===== config.mk =====
export PLATFORM = sky130hd
export DESIGN_NAME = div_issue_ctrl
export DESIGN_NICKNAME = d
export VERILOG_FILES = /design/src/rtl/div_pkg.sv /design/src/rtl/div_issue_ctrl.sv
export SDC_FILE = /design/constraint.sdc
export NUM_CORES = 1
export LEC_CHECK = 0
export ABC_CLOCK_PERIOD_IN_PS = 4500
export BUFFER_PORTS_ARGS = -buffer_cell sky130_fd_sc_hd__buf_2
export CAP_MARGIN = 20
export CORE_MARGIN = 1
export CORE_UTILIZATION = 45
export DETAILED_ROUTE_END_ITERATION = 10
export HOLD_SLACK_MARGIN = 0.02
export PLACE_DENSITY_LB_ADDON = 0.12
export SYNTH_ARGS = -nofsm -noshare
export SYNTH_HDL_FRONTEND = slang
export SYNTH_SLANG_ARGS = --single-unit

===== constraint.sdc =====
create_clock -name clk -period 4.5 [get_ports clk]
set_clock_uncertainty 0.05 [all_clocks]
set_input_delay 0.225 -clock clk [delete_from_list [all_inputs] [get_ports clk]]
set_output_delay 0.225 -clock clk [all_outputs]
set_load 0.02 [all_outputs]

===== src/rtl/div_pkg.sv =====
// Shared definitions for the divider issue controller: FSM encoding and default constants.
package div_pkg;

    localparam int unsigned DIV_LATENCY = 32;
    localparam logic [31:0] DIVZERO_RES = 32'hFFFF_FFFF;

    typedef enum logic [1:0] {
        ST_IDLE  = 2'd0,
        ST_WAIT  = 2'd1,
        ST_DRAIN = 2'd2,
        ST_DONE  = 2'd3
    } div_state_e;

endpackage


===== src/rtl/div_issue_ctrl.sv =====
// Issue-queue to divider sequencer: launches one divide, counts its fixed latency,
// holds the result for the CDB, short-circuits divide-by-zero and handles flush.
module div_issue_ctrl
    import div_pkg::*;
#(
    parameter int unsigned       DATA_W      = 32,
    parameter int unsigned       TAG_W       = 6,
    parameter int unsigned       LATENCY     = DIV_LATENCY,
    parameter logic [DATA_W-1:0] DIVZERO_RES = DATA_W'(div_pkg::DIVZERO_RES)
) (
    input  logic              clk,
    input  logic              reset,
    input  logic              issue_valid,
    output logic              issue_ready,
    input  logic [DATA_W-1:0] issue_rsdata,
    input  logic [DATA_W-1:0] issue_rtdata,
    input  logic [TAG_W-1:0]  issue_rdtag,
    output logic              div_enable,
    output logic [DATA_W-1:0] div_rsdata,
    output logic [DATA_W-1:0] div_rtdata,
    output logic [TAG_W-1:0]  div_rdtag,
    input  logic [DATA_W-1:0] div_result,
    input  logic [TAG_W-1:0]  div_tag_in,
    input  logic              flush,
    output logic              cdb_req,
    input  logic              cdb_grant,
    output logic [DATA_W-1:0] cdb_data,
    output logic [TAG_W-1:0]  cdb_tag,
    output logic              cdb_divzero,
    output logic              busy
);

    localparam int unsigned      CNT_W    = (LATENCY > 1) ? $clog2(LATENCY) : 1;
    localparam logic [CNT_W-1:0] CNT_LOAD = CNT_W'(LATENCY - 1);

    div_state_e        state_q, state_d;
    logic [CNT_W-1:0]  cnt_q, cnt_d;
    logic [DATA_W-1:0] data_q, data_d;
    logic [TAG_W-1:0]  tag_q, tag_d;
    logic              divzero_q, divzero_d;

    logic ready_c;
    logic accept_c;
    logic rt_zero_c;
    logic cnt_zero_c;
    logic capture_c;

    // Ready is combinational on flush/grant so a granted result can be replaced without a bubble.
    assign ready_c    = !reset && !flush &&
                        ((state_q == ST_IDLE) || ((state_q == ST_DONE) && cdb_grant));
    assign accept_c   = issue_valid && ready_c;
    assign rt_zero_c  = (issue_rtdata == '0);
    assign cnt_zero_c = (cnt_q == '0);
    assign capture_c  = (state_q == ST_WAIT) && cnt_zero_c && !flush;

    // State and datapath registers.
    always_ff @(posedge clk or posedge reset) begin
        if (reset) begin
            state_q   <= ST_IDLE;
            cnt_q     <= '0;
            data_q    <= '0;
            tag_q     <= '0;
            divzero_q <= 1'b0;
        end else begin
            state_q   <= state_d;
            cnt_q     <= cnt_d;
            data_q    <= data_d;
            tag_q     <= tag_d;
            divzero_q <= divzero_d;
            if (capture_c) begin
                assert (div_tag_in == tag_q)
                else $error("div_issue_ctrl: divider returned tag %0h, latched tag %0h", div_tag_in, tag_q);
            end
        end
    end

    // Next-state: flush dominates, except that a WAIT divide must drain to completion.
    always_comb begin
        state_d   = state_q;
        cnt_d     = cnt_q;
        data_d    = data_q;
        tag_d     = tag_q;
        divzero_d = divzero_q;

        if ((state_q == ST_WAIT) || (state_q == ST_DRAIN)) begin
            cnt_d = cnt_zero_c ? '0 : cnt_q - CNT_W'(1);
        end

        unique case (state_q)
            ST_IDLE, ST_DONE: begin
                if (flush) begin
                    state_d = ST_IDLE;
                end else if (accept_c) begin
                    tag_d = issue_rdtag;
                    if (rt_zero_c) begin
                        state_d   = ST_DONE;
                        data_d    = DIVZERO_RES;
                        divzero_d = 1'b1;
                    end else begin
                        state_d   = ST_WAIT;
                        cnt_d     = CNT_LOAD;
                        divzero_d = 1'b0;
                    end
                end else if ((state_q == ST_DONE) && cdb_grant) begin
                    state_d = ST_IDLE;
                end
            end
            ST_WAIT: begin
                if (cnt_zero_c) begin
                    if (flush) begin
                        state_d = ST_IDLE;
                    end else begin
                        state_d   = ST_DONE;
                        data_d    = div_result;
                        divzero_d = 1'b0;
                    end
                end else if (flush) begin
                    state_d = ST_DRAIN;
                end
            end
            ST_DRAIN: begin
                if (cnt_zero_c) begin
                    state_d = ST_IDLE;
                end
            end
            default: state_d = ST_IDLE;
        endcase
    end

    // Outputs: launch pulse passes operands through; CDB fields are only driven in DONE.
    always_comb begin
        issue_ready = 1'b0;
        div_enable  = 1'b0;
        div_rsdata  = '0;
        div_rtdata  = '0;
        div_rdtag   = '0;
        cdb_req     = 1'b0;
        cdb_data    = '0;
        cdb_tag     = '0;
        cdb_divzero = 1'b0;
        busy        = 1'b0;

        issue_ready = ready_c;
        if (accept_c && !rt_zero_c) begin
            div_enable = 1'b1;
            div_rsdata = issue_rsdata;
            div_rtdata = issue_rtdata;
            div_rdtag  = issue_rdtag;
        end
        if (state_q == ST_DONE) begin
            cdb_req     = 1'b1;
            cdb_data    = data_q;
            cdb_tag     = tag_q;
            cdb_divzero = divzero_q;
        end
        busy = (state_q != ST_IDLE);
    end

endmodule


==> results of run 1 <==
==> placed cells by master, fill, tap and decap left out, drive strengths merged, types with 2 or more instances in the layout <==
cell type    n
a221oi      22
a21oi        7
clkinv       2
a221o        2
nand3       34
and4         3
inv          7
a21o         2
nand4       26
buf        233
mux2         6
o211ai      10
o221ai      10
nor3        27
mux2i        2
a31oi        2
clkbuf       5
nor4        30
nor2         5
nor2b       56
o31a         3
ha           5
o21ai       24
nand2       14
and2       109
dfrtp       46
==> synthesized netlist by cell type (all sizes together) (3+ instances only) <==
master,n
nor3,27
o221ai,10
and4,3
nand4,26
and2,109
nand3,34
o211ai,10
nand2,14
nor2b,56
a21oi,7
buf,11
ha,5
nor4,30
o21ai,24
nor2,5
inv,7
clkbuf,44
dfrtp,46
o31a,3
a221oi,22
mux2,6
==> critical path, delay by kind of cell <==
| family | cells | cell delay, ns |
|---|---|---|
| AND/OR/NAND/NOR | 3 | 0.84 |
| AO/OA/AOI/OAI | 1 | 0.72 |
| buffers and inverters | 5 | 1.45 |
==> per-layer routing <==
layer | track usage (%) | vias up | wire (µm)
met2 | 52.1 | 282 | 7260
met5 | 0 | - | 27
met1 | 44.3 | 2233 | 6450
met4 | 6.86 | 4 | 138
met3 | 7.75 | 21 | 1590
li1 | - | 2242 | -
==> how the worst min path moves through the flow <==
stage / end / slack [ns] / depth (start not counted)
floorplan: tag_q[0]$_DFFE_PP0P_ / 0.33 / 1
global placement: tag_q[2]$_DFFE_PP0P_ / 0.43 / 2
CTS: tag_q[3]$_DFFE_PP0P_ / 0.10 / 2
detailed placement: tag_q[3]$_DFFE_PP0P_ / 0.43 / 2
global route: tag_q[3]$_DFFE_PP0P_ / 0.09 / 2
finish: tag_q[3]$_DFFE_PP0P_ / 0.10 / 2
==> sequential cells by signal (all words and copies together) (netlist names) <==
name       flops
data_q        32
tag_q          6
cnt_q          5
state_q        2
divzero_q      1
==> final cells by class <==
cell class	instances	area, µm²
fillers	832	3440
multi-input cells	407	2620
repair buffers	234	1220
flip-flops and latches	46	1150
well taps	108	135
clock buffers	5	68.8
inverters	7	26.3
clock inverters	3	21.3
==> timing repair <==
item	in CTS	in global routing
endpoints found under the setup margin	0	0
hold buffers	0	1
hold endpoints to repair	0	12
gates resized for setup	0	0
==> per-stage QoR <==
| stage | hold slack (ns) | util (%) |
|---|---|---|
| 6_report | 0.103 | 60.4 |
| 5_1_grt | 0.0924 | 60.4 |
| 4_1_cts | 0.101 | 60.0 |
| 3_5_place_dp | 0.431 | 59.0 |
| 3_3_place_gp | 0.425 | 59.0 |
| 2_1_floorplan | 0.327 | - |
==> cells by family after synthesis <==
family | Yosys count | synth area share, %
compound gates | 84 | 15.3
fa+ha+maj | 5 | 1.56
buf+inv | 62 | 6.40
mux | 8 | 2.18
flops | 46 | 28.7
simple gates | 310 | 45.9
==> power by group through the flow <==
| stage | clock, mW | sequential (mW) | combinational, mW |
|---|---|---|---|
| after detailed placement | 0 | 0.547 | 0.450 |
| final | 0.271 | 0.541 | 0.460 |
| after CTS | 0.275 | 0.539 | 0.453 |
| after global routing | 0.292 | 0.550 | 0.505 |
| after global placement | 0 | 0.544 | 0.439 |
| after floorplan | 0 | 0.531 | 0.309 |
==> flow_metrics.env, run 1 <==
export IMPL_status="complete, no violations"
export IMPL_synth_seq_area_share_pct=28.7
export IMPL_end_kind="output pin"
export IMPL_cts_buffers=5
export IMPL_power_leakage_nw=2.42
export IMPL_timing_final_ws_setup_ns=0.955
export IMPL_ys_flop_type="dfrtp_1"
export IMPL_place_port_buffers=219
export IMPL_antenna_diode_count=0
export IMPL_via_per_inst=5.90
export IMPL_reg2reg_depth=5
export IMPL_regToRegStartpoint="state_q[0]$_DFFE_PP0P_"
export IMPL_wl_um=15500
export IMPL_crit_arrival_ns=3.27
export IMPL_floorplan_die_width_um=96.4
export IMPL_synth_edf_count=0
export IMPL_nets=819
export IMPL_cts_sinks=46
export IMPL_vias=4782
export IMPL_total_power_mw=1.27
export IMPL_grt_pass1_vias=4254
export IMPL_grt_max_degree=56
export IMPL_dp_slack_ns=1.31
export IMPL_finalInstanceArea_um2=5240
export IMPL_antenna_found_initial=4
export IMPL_yosys_area_top_type="dfrtp_1"
export IMPL_ctsRootBufferMaster="clkbuf_8"
export IMPL_ir_drop_mv=0.118
export IMPL_fin_crit_sh_pct=78.8
export IMPL_dr_pass1_iters=5
export IMPL_holdCritPathClass="in2reg"
export IMPL_drtAntennaViolNets=0
export IMPL_hpwl_um=10700
export IMPL_start_util_pct=46.2
export IMPL_max_freq_mhz=282
export IMPL_drc=0
export IMPL_crit_required_ns=4.22
export IMPL_r2r_slack_ns=1.27
export IMPL_timing_setup_tns_ns=0
export IMPL_drtIter0Drc=366
export IMPL_maxSlewHeadroom_pct=32.6
export IMPL_fin_cells=810
export IMPL_globalplace_congestion=0.880
export IMPL_synth_cell_types=36
export IMPL_synth_area_top_cells="dfrtp_1, and2_1, nor2b_1"
export IMPL_r2r_end="cnt_q[3]$_DFF_PP0_"
export IMPL_tightest_slew_ns=1.01
export IMPL_clk_latency_ns=0.31
export IMPL_post_cts_buffers=0
export IMPL_hold_viol_final=0
export IMPL_crit_slowest_cell="a21oi_4"
export IMPL_overflow=0
export IMPL_wl_per_cell_um=19.1
export IMPL_synth_top_cell_area_share_pct=28.7
export IMPL_p_comb_share_pct=36.2
export IMPL_startpoint="reset"
export IMPL_hp_start="issue_rdtag[3]"
export IMPL_cp_cell_sequence="dlygate4sd3_1, buf_2, or3b_1, buf_4, or2_0, a21oi_4, buf_4, and2_1, buf_2"
export IMPL_cts_clk_slew_worst_paths_ns=0.10
export IMPL_sequentialPowerShare_pct=42.5
export IMPL_coreArea_um2=8680
export IMPL_powerDensity_nw_per_um2=243
export IMPL_p_int_uw=788
export IMPL_synthArstFlopShare_pct=100
export IMPL_ys_warn_count=0
export IMPL_grt_pass1_wl_um=22800
export IMPL_final_max_slew_viol_count=0
export IMPL_rsz0062_at_grt="false"
export IMPL_cts_tree="yes"
export IMPL_p_sw_share_pct=38.0
export IMPL_setup_viol_count_final=0
export IMPL_num_io_pins=226
export IMPL_postPlaceCellArea_um2=5120
export IMPL_start_kind="primary input"
export IMPL_drv_cap=0
export IMPL_track_usage_pct=32.4
export IMPL_p_sw_uw=484
export IMPL_cts_path_max_buffers=2
export IMPL_path_class="in2out"
export IMPL_htree_num_levels=2
export IMPL_cpPeakStageDelay_ns=0.72
export IMPL_p_clk_share_pct=21.3
export IMPL_synth_seq_cells=46
export IMPL_synth_area_um2=4010
export IMPL_syn_area_per_cell_um2=7.79
export IMPL_die_area_um2=9290
export IMPL_die_h_um=96.4
export IMPL_area_growth_pct=30.7
export IMPL_finalCriticalPeriod_ns=3.55
export IMPL_critPathMaxFanout=55
export IMPL_dp_cells=800
export IMPL_rows=34
export IMPL_syn_num_nets=633
export IMPL_syn_inst=515
export IMPL_crit_path_end="div_rtdata[19]"
export IMPL_post_route_cells_drive_above_1_share_pct=36.0
Power figures use the tool's default switching activity.
==> run 2: changes to the inputs <==
ABC_CLOCK_PERIOD_IN_PS = 3500   (was 4500)
clock period = 3.5 ns   (was 4.5 ns; I/O delays follow)
==> run 2 against run 1 <==
Cell count rose by 0.62%; clock-buffer cell count rose by 1; global-route usage rose by 1.1 points; design area rose by 1.2%; sequential share of layout area fell by 0.26 points; total power rose by 34%; setup slack got worse by 0.31 ns; hold slack got worse by 0.085 ns; non-clock buffer count rose by 5; critical path type is now reg2reg; largest cell class unchanged.
==> flow_metrics.env, run 2 (synthesis results as in run 1) <==
export IMPL_path_class="reg2reg"
export IMPL_track_usage_pct=33.5
export IMPL_wl_per_cell_um=19.1
export IMPL_total_power_mw=1.71
export IMPL_fin_crit_sh_pct=81.7
export IMPL_ir_drop_mv=0.209
export IMPL_powerDensity_nw_per_um2=322
export IMPL_cts_buffers=5
export IMPL_cts_tree="yes"
export IMPL_place_port_buffers=219
export IMPL_rows=34
export IMPL_tightest_slew_ns=1.06
export IMPL_crit_required_ns=3.67
export IMPL_start_util_pct=46.2
export IMPL_final_max_slew_viol_count=0
export IMPL_post_cts_buffers=0
export IMPL_timing_setup_tns_ns=0
export IMPL_final_common_cell="buf_2"
export IMPL_start_kind="register"
export IMPL_cpPeakStageDelay_ns=0.65
export IMPL_end_kind="register"
export IMPL_grt_pass1_vias=4552
export IMPL_cts_path_max_buffers=2
export IMPL_sequentialPowerShare_pct=40.7
export IMPL_via_per_inst=5.94
export IMPL_antenna_diode_count=0
export IMPL_status="complete, no violations"
export IMPL_dr_pass1_iters=5
export IMPL_ctsRootBufferMaster="clkbuf_8"
export IMPL_globalplace_congestion=0.849
export IMPL_wl_um=15600
export IMPL_floorplan_die_width_um=96.4
export IMPL_antenna_found_initial=0
export IMPL_max_freq_mhz=350
export IMPL_setup_viol_count_final=0
export IMPL_cts_resized_gates=0
export IMPL_overflow=0
export IMPL_die_h_um=96.4
export IMPL_post_route_cells_drive_above_1_share_pct=36.5
export IMPL_grt_pass1_wl_um=23600
export IMPL_p_sw_share_pct=36.1
export IMPL_drc=0
export IMPL_hpwl_um=10900
export IMPL_largest_register_ffs=32
export IMPL_p_clk_share_pct=24.3
export IMPL_vias=4841
export IMPL_cts_clk_slew_worst_paths_ns=0.10
export IMPL_crit_slowest_cell="ha_1"
export IMPL_final_core_utilization_pct=61.1
export IMPL_nets=824
export IMPL_regMostFlops="data_q"
export IMPL_die_area_um2=9290
export IMPL_postCtsHoldBufs=0
export IMPL_htree_num_levels=2
export IMPL_cp_cell_sequence="inv_1, ha_1, nor2b_1, a21o_1, buf_4, nand4_1, o221ai_1"
export IMPL_p_sw_uw=615
export IMPL_path_delay_family="simple AND/OR/NAND/NOR gates"
export IMPL_largest_registers="data_q: 32 flops, tag_q: 6 flops, cnt_q: 5 flops"
export IMPL_drtIter0Drc=375
export IMPL_power_leakage_nw=2.45
export IMPL_maxSlewHeadroom_pct=29.1
export IMPL_area_growth_pct=32.3
export IMPL_num_io_pins=226
export IMPL_layout_common_cells="buf_2, and2_1, nor2b_1"
export IMPL_hold_viol_final=0
export IMPL_clk_latency_ns=0.31
export IMPL_holdCritPathClass="in2async"
export IMPL_drtAntennaViolNets=0
export IMPL_drv_cap=0
export IMPL_rsz0062_at_grt="false"
export IMPL_critPathMaxFanout=23
export IMPL_p_comb_share_pct=35.0
export IMPL_p_int_mw=1.09
export IMPL_cts_sinks=46
export IMPL_finalCriticalPeriod_ns=2.86
export IMPL_cp_buffers_inverters=2
export IMPL_coreArea_um2=8680
export IMPL_crit_arrival_ns=3.03
export IMPL_grt_max_degree=74
run 2: power groups by stage:
stage | Clock [mW] | Sequential (mW) | Combinational (mW)
finish | 0.414 | 0.695 | 0.597
global route | 0.434 | 0.711 | 0.653
detailed placement | 0 | 0.702 | 0.585
global placement | 0 | 0.699 | 0.565
floorplan | 0 | 0.683 | 0.397
CTS | 0.419 | 0.694 | 0.588
run 2: cell type report:
type	count	area, µm²
clock buffers	6	72.6
clock inverters	2	37.5
multi-input cells	407	2620
flip-flops and latches	46	1150
inverters	7	26.3
fillers	808	3370
repair buffers	239	1270
well taps	108	135
run 2: metrics by stage:
step	instances	worst slack, ns	area [µm²]	hold slack [ns]
6_report	815	0.642	5300	0.0181
3_3_place_gp	805	0.790	5160	0.376
3_5_place_dp	806	0.677	5170	0.378
2_1_floorplan	515	1.32	4010	0.277
4_1_cts	814	0.387	5280	0.0490
5_1_grt	815	0.417	5300	0.0562
run 2: tightest hold or removal path, delay by kind of cell:
family	cells	cell delay (ns)
buffers and inverters	3	0.70
run 2: final timing paths:
kind	to	depth (start not counted)	slack, ns	start
hold reg to reg	tag_q[2]$_DFFE_PP0P_	1	0.46	tag_q[2]$_DFFE_PP0P_
setup reg to reg	data_q[23]$_DFFE_PP0P_	7	0.64	state_q[1]$_DFFE_PP0P_
setup / recovery	data_q[23]$_DFFE_PP0P_	7	0.64	state_q[1]$_DFFE_PP0P_
min in group clk	tag_q[2]$_DFFE_PP0P_	2	0.06	issue_rdtag[2]
hold / removal	data_q[17]$_DFFE_PP0P_	3	0.02	reset
max in group asynchronous	data_q[25]$_DFFE_PP0P_	3	2.96	reset
run 2: routing by layer:
layer	wire length (µm)	up-vias	GRT usage [%]
met5	0	-	0
met4	165	0	11.0
met3	1480	22	6.89
met2	7170	296	52.5
met1	6740	2277	46.1
li1	-	2246	-
